$ cat config.mk
export PLATFORM = sky130hd
export DESIGN_NAME = addsub_pipe
export DESIGN_NICKNAME = d
export VERILOG_FILES = /design/src/rtl/addsub_pipe_pkg.sv /design/src/rtl/addsub_stage.sv /design/src/rtl/addsub_pipe.sv
export VERILOG_INCLUDE_DIRS = /design/src /design/src/rtl
export SDC_FILE = /design/constraint.sdc
export NUM_CORES = 1
export LEC_CHECK = 0
export CAP_MARGIN = 20
export CORE_AREA = 2 2 167 169
export CTS_BUF_LIST = sky130_fd_sc_hd__clkbuf_8
export DETAILED_ROUTE_END_ITERATION = 7
export DIE_AREA = 0 0 169 171
export PLACE_DENSITY = 0.84
export SYNTH_ARGS = -nofsm -noshare
export SYNTH_HDL_FRONTEND = slang
export SYNTH_SLANG_ARGS = --single-unit
export TNS_END_PERCENT = 100
$ cat constraint.sdc
create_clock -name clk -period 5.1 [get_ports clk]
set_input_delay 0.765 -clock clk [delete_from_list [all_inputs] [get_ports clk]]
set_output_delay 0.765 -clock clk [all_outputs]
set_load 0.005 [all_outputs]
$ cat src/rtl/addsub_defs.vh
// Shared constants for the add/subtract pipeline: op-codes and flag-bus bit positions.
// The flag bus packs {SLT,SLTu,PF,SF,ZF,OF,CF} from MSB to LSB (7 bits).
// Include-guarded so the package and any other user can pull it in safely.
`ifndef ADDSUB_DEFS_VH
`define ADDSUB_DEFS_VH

`define ADDSUB_OP_ADD 1'b0
`define ADDSUB_OP_SUB 1'b1

`define ADDSUB_FLAG_CF   0
`define ADDSUB_FLAG_OF   1
`define ADDSUB_FLAG_ZF   2
`define ADDSUB_FLAG_SF   3
`define ADDSUB_FLAG_PF   4
`define ADDSUB_FLAG_SLTU 5
`define ADDSUB_FLAG_SLT  6
`define ADDSUB_FLAG_W    7

`endif

$ cat src/rtl/addsub_pipe_pkg.sv
// Package for addsub_pipe: op-code constants, flag-bus indices and the flag struct.
// Latency: n/a (types and constants only).
// Backpressure: n/a.
`include "addsub_defs.vh"

package addsub_pipe_pkg;

    localparam logic OP_ADD = `ADDSUB_OP_ADD;
    localparam logic OP_SUB = `ADDSUB_OP_SUB;

    localparam int FLAG_CF   = `ADDSUB_FLAG_CF;
    localparam int FLAG_OF   = `ADDSUB_FLAG_OF;
    localparam int FLAG_ZF   = `ADDSUB_FLAG_ZF;
    localparam int FLAG_SF   = `ADDSUB_FLAG_SF;
    localparam int FLAG_PF   = `ADDSUB_FLAG_PF;
    localparam int FLAG_SLTU = `ADDSUB_FLAG_SLTU;
    localparam int FLAG_SLT  = `ADDSUB_FLAG_SLT;
    localparam int FLAG_W    = `ADDSUB_FLAG_W;

    // Field order matches the flag-bus indices above (slt is the MSB, cf the LSB).
    typedef struct packed {
        logic slt;
        logic sltu;
        logic pf;
        logic sf;
        logic zf;
        logic of;
        logic cf;
    } flags_t;

endpackage

$ cat src/rtl/addsub_stage.sv
// One CHUNK-bit slice of the pipelined adder: adds slice IDX using the carry from the previous slice.
// Latency: 1 cycle (registered slice result, carry, zero and parity accumulators).
// Backpressure: loads only when adv_i is high; otherwise every register holds its value.
//
// Ports: clk/rst, adv_i (this stage may load), vld_i/vld_o stage valid, a/b raw operands riding
// along, s partial result (lower slices filled), cy carry into the next slice, z/p running
// slice-zero AND and slice-parity XOR, ctrl op-code, sat saturation request.
module addsub_stage
    import addsub_pipe_pkg::*;
#(
    parameter int WIDTH = 32,
    parameter int CHUNK = 8,
    parameter int IDX   = 0
) (
    input  logic             clk,
    input  logic             rst,
    input  logic             adv_i,
    input  logic             vld_i,
    input  logic [WIDTH-1:0] a_i,
    input  logic [WIDTH-1:0] b_i,
    input  logic [WIDTH-1:0] s_i,
    input  logic             cy_i,
    input  logic             z_i,
    input  logic             p_i,
    input  logic             ctrl_i,
    input  logic             sat_i,
    output logic             vld_o,
    output logic [WIDTH-1:0] a_o,
    output logic [WIDTH-1:0] b_o,
    output logic [WIDTH-1:0] s_o,
    output logic             cy_o,
    output logic             z_o,
    output logic             p_o,
    output logic             ctrl_o,
    output logic             sat_o
);

    logic             vld_q;
    logic [WIDTH-1:0] a_q, b_q, s_q, s_d;
    logic             cy_q, cy_d, z_q, z_d, p_q, p_d, ctrl_q, sat_q;

    logic [CHUNK-1:0] a_sl, b_sl;
    logic [CHUNK:0]   sum;

    always_comb begin
        a_sl = a_i[IDX*CHUNK +: CHUNK];
        // Subtraction is A + ~B + ~Ci; the inverted carry-in is applied once, at slice 0, by the top.
        b_sl = b_i[IDX*CHUNK +: CHUNK] ^ {CHUNK{ctrl_i == OP_SUB}};
        sum  = {1'b0, a_sl} + {1'b0, b_sl} + {{CHUNK{1'b0}}, cy_i};
        s_d  = s_i;
        s_d[IDX*CHUNK +: CHUNK] = sum[CHUNK-1:0];
        cy_d = sum[CHUNK];
        z_d  = z_i & (sum[CHUNK-1:0] == '0);
        p_d  = p_i ^ (^sum[CHUNK-1:0]);
    end

    always_ff @(posedge clk) begin
        if (rst) begin
            vld_q  <= 1'b0;
            a_q    <= '0;
            b_q    <= '0;
            s_q    <= '0;
            cy_q   <= 1'b0;
            z_q    <= 1'b0;
            p_q    <= 1'b0;
            ctrl_q <= 1'b0;
            sat_q  <= 1'b0;
        end else if (adv_i) begin
            vld_q <= vld_i;
            if (vld_i) begin
                a_q    <= a_i;
                b_q    <= b_i;
                s_q    <= s_d;
                cy_q   <= cy_d;
                z_q    <= z_d;
                p_q    <= p_d;
                ctrl_q <= ctrl_i;
                sat_q  <= sat_i;
            end
        end
    end

    assign vld_o  = vld_q;
    assign a_o    = a_q;
    assign b_o    = b_q;
    assign s_o    = s_q;
    assign cy_o   = cy_q;
    assign z_o    = z_q;
    assign p_o    = p_q;
    assign ctrl_o = ctrl_q;
    assign sat_o  = sat_q;

endmodule

$ cat src/rtl/addsub_pipe.sv
// Pipelined WIDTH-bit add/subtract with CF/OF/ZF/SF/PF and signed/unsigned less-than flags.
// Latency: WIDTH/CHUNK cycles from accept to out_valid (slice stages plus the flag/output register).
// Backpressure: valid/ready; each stage loads when empty or when downstream loads; output holds while stalled.
//
// Ports: clk, rst (sync, active-high), in_valid/in_ready, A, B, Ci, Ctrl (0 add, 1 sub),
// out_valid/out_ready, S and flags CF, OF, ZF, SF, PF, SLTu, SLT.
// Optional macro ADDSUB_PIPE_SAT_EN adds input 'sat': on signed overflow S clamps to the signed
// max/min; without it the port is absent and S always wraps.
module addsub_pipe
    import addsub_pipe_pkg::*;
#(
    parameter int WIDTH = 32,
    parameter int CHUNK = 8
) (
    input  logic             clk,
    input  logic             rst,
    input  logic             in_valid,
    output logic             in_ready,
    input  logic [WIDTH-1:0] A,
    input  logic [WIDTH-1:0] B,
    input  logic             Ci,
    input  logic             Ctrl,
`ifdef ADDSUB_PIPE_SAT_EN
    input  logic             sat,
`endif
    output logic             out_valid,
    input  logic             out_ready,
    output logic [WIDTH-1:0] S,
    output logic             CF,
    output logic             OF,
    output logic             ZF,
    output logic             SF,
    output logic             PF,
    output logic             SLTu,
    output logic             SLT
);

    localparam int STAGES = WIDTH / CHUNK;

    // The slice stages plus the output register must add up to STAGES cycles, so slice 0 is
    // computed straight off the operand inputs and the flag logic sits in front of the output register.
    // The output register therefore replaces the last slice stage; the final slice is added in the
    // last instance and the flag logic uses its registered result.
    if ((WIDTH % CHUNK) != 0 || WIDTH < 2) begin : g_bad_cfg
        $error("addsub_pipe: WIDTH must be >= 2 and a multiple of CHUNK");
    end

    // Link k feeds slice stage k; link STAGES is the last slice stage's register.
    logic [STAGES:0]  l_vld, l_cy, l_z, l_p, l_ctrl, l_sat;
    logic [WIDTH-1:0] l_a [STAGES+1];
    logic [WIDTH-1:0] l_b [STAGES+1];
    logic [WIDTH-1:0] l_s [STAGES+1];

    logic                 out_vld_q;
    logic [WIDTH-1:0]     s_q, s_d;
    logic [FLAG_W-1:0]    flags_q;
    flags_t               flags_d;
    logic                 out_adv;
    logic [STAGES-1:0]    empty;
    logic [STAGES-1:0]    adv;

    assign l_vld[0]  = in_valid;
    assign l_a[0]    = A;
    assign l_b[0]    = B;
    assign l_s[0]    = '0;
    assign l_cy[0]   = (Ctrl == OP_ADD) ? Ci : ~Ci;
    assign l_z[0]    = 1'b1;
    assign l_p[0]    = 1'b0;
    assign l_ctrl[0] = Ctrl;
`ifdef ADDSUB_PIPE_SAT_EN
    assign l_sat[0]  = sat;
`else
    assign l_sat[0]  = 1'b0;
`endif

    // Stage k may load if the output register frees up or any stage at or beyond k is empty;
    // written in closed form so the ready chain is not a self-referencing vector.
    assign out_adv = !out_vld_q || out_ready;
    assign empty   = ~l_vld[STAGES:1];

    always_comb begin
        adv = '0;
        for (int k = 0; k < STAGES; k++) begin
            adv[k] = out_adv || (|(empty >> k));
        end
    end

    assign in_ready = adv[0];

    for (genvar k = 0; k < STAGES; k++) begin : g_stage
        addsub_stage #(
            .WIDTH (WIDTH),
            .CHUNK (CHUNK),
            .IDX   (k)
        ) u_stage (
            .clk    (clk),
            .rst    (rst),
            .adv_i  (adv[k]),
            .vld_i  (l_vld[k]),
            .a_i    (l_a[k]),
            .b_i    (l_b[k]),
            .s_i    (l_s[k]),
            .cy_i   (l_cy[k]),
            .z_i    (l_z[k]),
            .p_i    (l_p[k]),
            .ctrl_i (l_ctrl[k]),
            .sat_i  (l_sat[k]),
            .vld_o  (l_vld[k+1]),
            .a_o    (l_a[k+1]),
            .b_o    (l_b[k+1]),
            .s_o    (l_s[k+1]),
            .cy_o   (l_cy[k+1]),
            .z_o    (l_z[k+1]),
            .p_o    (l_p[k+1]),
            .ctrl_o (l_ctrl[k+1]),
            .sat_o  (l_sat[k+1])
        );
    end

    // Final-stage flag and magnitude logic.
    logic             a_msb, b_msb, b_eff_msb, is_sub, of_w, clamp;
    logic [WIDTH-1:0] clamp_val;

    always_comb begin
        is_sub    = (l_ctrl[STAGES] == OP_SUB);
        a_msb     = l_a[STAGES][WIDTH-1];
        b_msb     = l_b[STAGES][WIDTH-1];
        b_eff_msb = b_msb ^ is_sub;
        of_w      = (a_msb == b_eff_msb) && (l_s[STAGES][WIDTH-1] != a_msb);
        clamp     = l_sat[STAGES] & of_w;
        // A positive -> 0111..1, A negative -> 1000..0.
        clamp_val = {a_msb, {(WIDTH-1){~a_msb}}};
        s_d       = clamp ? clamp_val : l_s[STAGES];

        flags_d      = '0;
        flags_d.cf   = l_cy[STAGES] ^ is_sub;
        flags_d.of   = of_w;
        // Accumulated zero/parity describe the wrapped sum; a clamped value is never zero.
        flags_d.zf   = clamp ? 1'b0 : l_z[STAGES];
        flags_d.pf   = clamp ? ~(^clamp_val) : ~l_p[STAGES];
        flags_d.sf   = s_d[WIDTH-1];
        // Unsigned borrow of A - B with no borrow-in.
        flags_d.sltu = (l_a[STAGES] < l_b[STAGES]);
        flags_d.slt  = flags_d.sltu ^ a_msb ^ b_msb;
    end

    always_ff @(posedge clk) begin
        if (rst) begin
            out_vld_q <= 1'b0;
            s_q       <= '0;
            flags_q   <= '0;
        end else if (out_adv) begin
            out_vld_q <= l_vld[STAGES];
            if (l_vld[STAGES]) begin
                s_q     <= s_d;
                flags_q <= flags_d;
            end
        end
    end

    assign out_valid = out_vld_q;
    assign S         = s_q;
    assign CF        = flags_q[FLAG_CF];
    assign OF        = flags_q[FLAG_OF];
    assign ZF        = flags_q[FLAG_ZF];
    assign SF        = flags_q[FLAG_SF];
    assign PF        = flags_q[FLAG_PF];
    assign SLTu      = flags_q[FLAG_SLTU];
    assign SLT       = flags_q[FLAG_SLT];

endmodule

# [Yosys cells after proc, flatten, opt, wreduce, memory -nomap -nowiden]
# Index checks and enable logic that the tools add are counted.
[op_classes] add_sub_neg=8 magnitude_cmp=1 n_eq_ne=2 mux=1 bitwise_logic=17 n_reduce_logical=23
[op_table] cell="$add A8 B8 Y9" n=4
[op_table] cell="$add A9 B1 Y9" n=4
[op_table] cell="$logic_not A8 Y1" n=4
[op_table] cell="$lt A32 B32 Y1" n=1
[op_table] cell="$reduce_xor A8 Y1" n=4
[op_table] cell="$xor A8 B8 Y8" n=4
[op_table] cell="$reduce_and A2 Y1" n=5
[op_table] cell="$xor A1 B1 Y1" n=7
[op_table] cell="$logic_or A1 B1 Y1" n=5
[op_table] cell="$not A4 Y4" n=1
[op_table] cell="$reduce_or A4 Y1" n=1
[op_table] cell="$and A1 B1 Y1" n=3
[op_table] cell="$reduce_or A3 Y1" n=1
[op_table] cell="$not A1 Y1" n=2
[op_table] cell="$reduce_or A2 Y1" n=1
[op_table] cell="$eq A1 B1 Y1" n=1
[op_table] cell="$logic_and A1 B1 Y1" n=1
[op_table] cell="$logic_not A1 Y1" n=1
[op_table] cell="$mux W1" n=1
[op_table] cell="$ne A1 B1 Y1" n=1
[totals] regBits=396 input_bits=70 out_inout_bits=41 wordCells=87

# [Logic depth before layout (Yosys ltp)]
[logic_depth] word_depth=5 ltp_mapped=15 depth_no_buf=14

# [Modules after synthesis]
# From an unflattened synthesis, not the netlist that was laid out.
[hier_totals] hier_cells=2328 hier_area_um2=18527.8
[by_module_without_submodules] mod="addsub_stage at g_stage[0].u_stage ..." n_inst=3 cells_each=506 area_per_inst_um2=4038.9 seq_area_each_um2=2042.0
[by_module_without_submodules] mod="addsub_stage at g_stage[3].u_stage" n_inst=1 cells_each=508 area_per_inst_um2=4071.4 seq_area_each_um2=2042.0
[by_module_without_submodules] mod="addsub_pipe" n_inst=1 cells_each=302 area_per_inst_um2=2339.7 seq_area_each_um2=780.7

# [Worst setup path before layout]
# OpenSTA, ideal clock, no wires.
[synth_path] kind="in2reg" from="input Ctrl" to="register g_stage[0].u_stage.p_q" setup_ns=0.086 arrival_time_ns=3.734 required_ns=5.014 slack_ns=1.280 path_stages=13 n_path_buf=1 cell_sequence="clkbuf_1 > xor2_1 > fa_1 > fa_1 > a21o_1 > a21oi_1 > o21bai_1 > a21oi_1 > xor2_1 > ha_1 > xor2_1 > xnor2_1 > a211oi_1"
[synth_via] elab_chain_cells=4 word_cells_on_any_way=5 classes_between="add/sub: 2; mux: 1; bitwise: 1; reduce/logical: 1"
[synth_lines] element="start, declared" line="addsub_pipe.sv:22" source="input logic Ctrl,"
[synth_lines] element="$xor A8 B8 Y8" line="addsub_stage.sv:48" source="b_sl = b_i[IDX*CHUNK +: CHUNK] ^ {CHUNK{ctrl_i == OP_SUB}};"
[synth_lines] element="$add A8 B8 Y9" line="addsub_stage.sv:49" source="sum = {1'b0, a_sl} + {1'b0, b_sl} + {{CHUNK{1'b0}}, cy_i};"
[synth_lines] element="$add A9 B1 Y9 *" line="addsub_stage.sv:49"
[synth_lines] element="$reduce_xor A8 Y1 *" line="addsub_stage.sv:54" source="p_d = p_i ^ (^sum[CHUNK-1:0]);"
[synth_lines] element="end signal, assigned" line="addsub_stage.sv:76" source="p_q <= p_d;"
[synth_lines] element="end, declared" line="addsub_stage.sv:40" source="logic cy_q, cy_d, z_q, z_d, p_q, p_d, ctrl_q, sat_q;"
# Mark *: on every way between the ends. The rest lies on a longest branch, timed or not.
# A chain may end at the register's enable or synchronous reset.

# [Worst setup path in the final report]
# Same ends and word-level chain as after synthesis.

==> results.toml <==
[status]
status = "completed"

[clocking]
ctsHoldBuffers = 0
clock_latency_ns = 0.63
post_cts_resized = 0
ctsHtreeMaxLevel = 2
clock-sinks = 395
postCtsSetupBuffers = 0
clk_path_buf_depth = 3
cts.clk_slew.worst_paths_ns = 0.06
cts_buffers = 60
cts_tree = "yes"
clock-root-buffer = "clkbuf_8"

[floorplan]
io_pins = 111
die_w_um = 169
core_area_um2 = 27300
initial_core_util_pct = 59.4
fp-row-count = 61
die_h_um = 171
die_area_um2 = 28900

[worst_setup_path]
crit_arrival_ns = 4.35
cp_max_fo = 10
required_ns = 5.63
crit_path_end_kind = "flip-flop"
start_kind = "input port"
crit_type = "in2reg"

[timing]
fin_skew_ns = 0.0523
tns_ns = 0
fin_hold_ws_ns = 0.415
rsz0062_at_grt = "false"
finalSetupViolations = 0
maxSlewHeadroom_pct = 28.1
fin_crit_sh_pct = 75.0
tightest_slew_ns = 1.08
postLayoutSetupSlackWorst_ns = 1.28
final_max_slew_viol_count = 0
hold_violations = 0
finalCriticalPeriod_ns = 3.82
clock.fmax_mhz = 261

[route]
via_per_inst = 5.49
firstDrtPassIters = 5
wl_per_cell_um = 15.0
drcViolationCount = 0
drt-initial-drc-count = 1149
vias = 13600
ant_nets = 0
wirelength_mm = 37.3

[synthesis]
synth_area_um2 = 16200
ys_seq_area_share_pct = 48.7
synth-seq-cells = 395
synth_common_cells = "nand2_1 (725), a21oi_1 (401), dfxtp_1 (395)"
synth-edff-count = 0
syn_avg_cell_area_um2 = 7.95
ys_warn_count = 0
ys.flop_type = "dfxtp_1"
synthesis.instances = 2042
synthTopCellsByArea = "dfxtp_1 (49%), nand2_1 (17%), a21oi_1 (12%), ha_1 (5.8%), xor2_1 (2.5%)"
synth_async_sr_flop_share_pct = 0
synth_top_cell_by_area = "dfxtp_1"
synth_most_common_cell = "nand2_1"
yosysTopAreaCellShare_pct = 48.7
synth_nets = 2195
synth.distinct_cells = 44

[placement]
hpwl_mm = 25.0
place_congestion = 0.886
numPortBuffers = 110
pre_cts_ws_ns = 0.655

[global_routing]
grt_use_total_pct = 25.6
grt_pass1_wl_mm = 61.3
grt_overflow_total = 0
grt_pass1_vias = 12800
antenna_found_initial = 0
grt_max_degree = 114

[pwr]
power.leakage_uw = 0.00694
p_per_area_nw_per_um2 = 336
vdd_drop_max_mv = 0.284
total_power_uw = 6240

[finish]
fillers = 2154
syn2layout_area_growth_pct = 14.4
regArea_um2 = 7910
antenna_cells = 0
multi_input_comb_area_um2 = 7600
nNetsFinal = 2252
drive_gt1_share_pct = 5.05

[flow_run]
maxCapViolations = 0

[min_path]
hold_class = "reg2reg"
## layer usage
metal,routed length (um),share of wire [%],global-route usage (%)
met4,940,2.5,8.70
met1,16000,43,33.3
met5,0,0,0
met2,18200,49,43.9
met3,2170,5.8,3.68
## metrics by stage
stage	area, um^2	std cells	utilization (%)
final	18600	2483	67.9
after CTS	18500	2480	67.7
after global placement	17400	2380	63.6
after floorplan	16200	2042	-
after detailed placement	17400	2380	63.6
after global routing	18600	2483	67.9
## worst paths after layout
kind                            slack, ns                  startpoint                          to  cells after the start
worst min-delay path                 0.41  g_stage[1].u_stage.a_o[30]  g_stage[2].u_stage.a_o[30]                      2
worst max-delay path                 1.28                        Ctrl      g_stage[0].u_stage.p_o                     13
worst min register to register       0.41  g_stage[1].u_stage.a_o[30]  g_stage[2].u_stage.a_o[30]                      2
worst max register to register       1.39   g_stage[0].u_stage.ctrl_o      g_stage[1].u_stage.p_o                     14
## cells by family (layout without fill, tap and decap cells)
group | after synthesis | in the layout | synth area share, %
AOI/OAI and AO/OA | 475 | 475 | 15.7
xor gates and xnor gates | 75 | 75 | 4.05
adders and majority gates | 83 | 83 | 6.77
buffers and inverters | 186 | 281 | 4.75
DFF | 395 | 395 | 48.7
and+or+nand+nor | 828 | 828 | 20.0
## layout by cell type, fill, tap and decap left out, drive strengths merged, types with 3 or more instances in the layout
cell type      Yosys  layout
o21ai             19      19
nand3             13      13
a21oi            401     401
clkinv             0       5
and3               7       7
inv               52      77
buf               49      20
xnor2             29      29
xor2              46      46
o21a               5       5
a21o              10      10
fa                 8       8
nand2b             4       4
ha                75      75
clkdlybuf4s50      0     109
o21bai             8       8
nor2              49      49
nand2            725     725
o41ai              3       3
a211oi            10      10
and2               5       5
o31ai              5       5
dfxtp            395     395
or4                4       4
clkbuf            85      68
nor4               5       5
nand4              9       9
## final cells by class
class,instances,area share [%]
clock buffer,68,5.04
clock inverter,32,0.950
inverter,52,1.05
multi-input combinational,1461,41.0
sequential,395,42.6
tap,346,2.33
timing repair buffer,129,7.08
## where the power goes
| part | internal, uW | switching, uW |
|---|---|---|
| Sequential | 3160 | 60.7 |
| Clock | 1260 | 1170 |
| Combinational | 250 | 338 |
## critical path: stages
cell	delay [ns]
clkdlybuf4s50_1	0.67
xor2_1	0.29
fa_1	0.46
fa_1	0.43
a21o_1	0.20
a21oi_1	0.27
o21bai_1	0.10
a21oi_1	0.17
xor2_1	0.21
ha_1	0.27
xor2_1	0.17
xnor2_1	0.13
a211oi_1	0.22
## flip-flops by register name, summed over array words and instances (netlist names)
signal                  flops
g_stage.u_stage.cy_o        4
g_stage.u_stage.p_o         4
g_stage.u_stage.b_o       128
g_stage.u_stage.z_o         4
g_stage.u_stage.vld_o       4
g_stage.u_stage.ctrl_o      4
out_valid                   1
g_stage.u_stage.a_o       128
flags_q                     7
S                          31
g_stage.u_stage.s_o        80
Note: power is estimated with default switching activity, not from simulation.
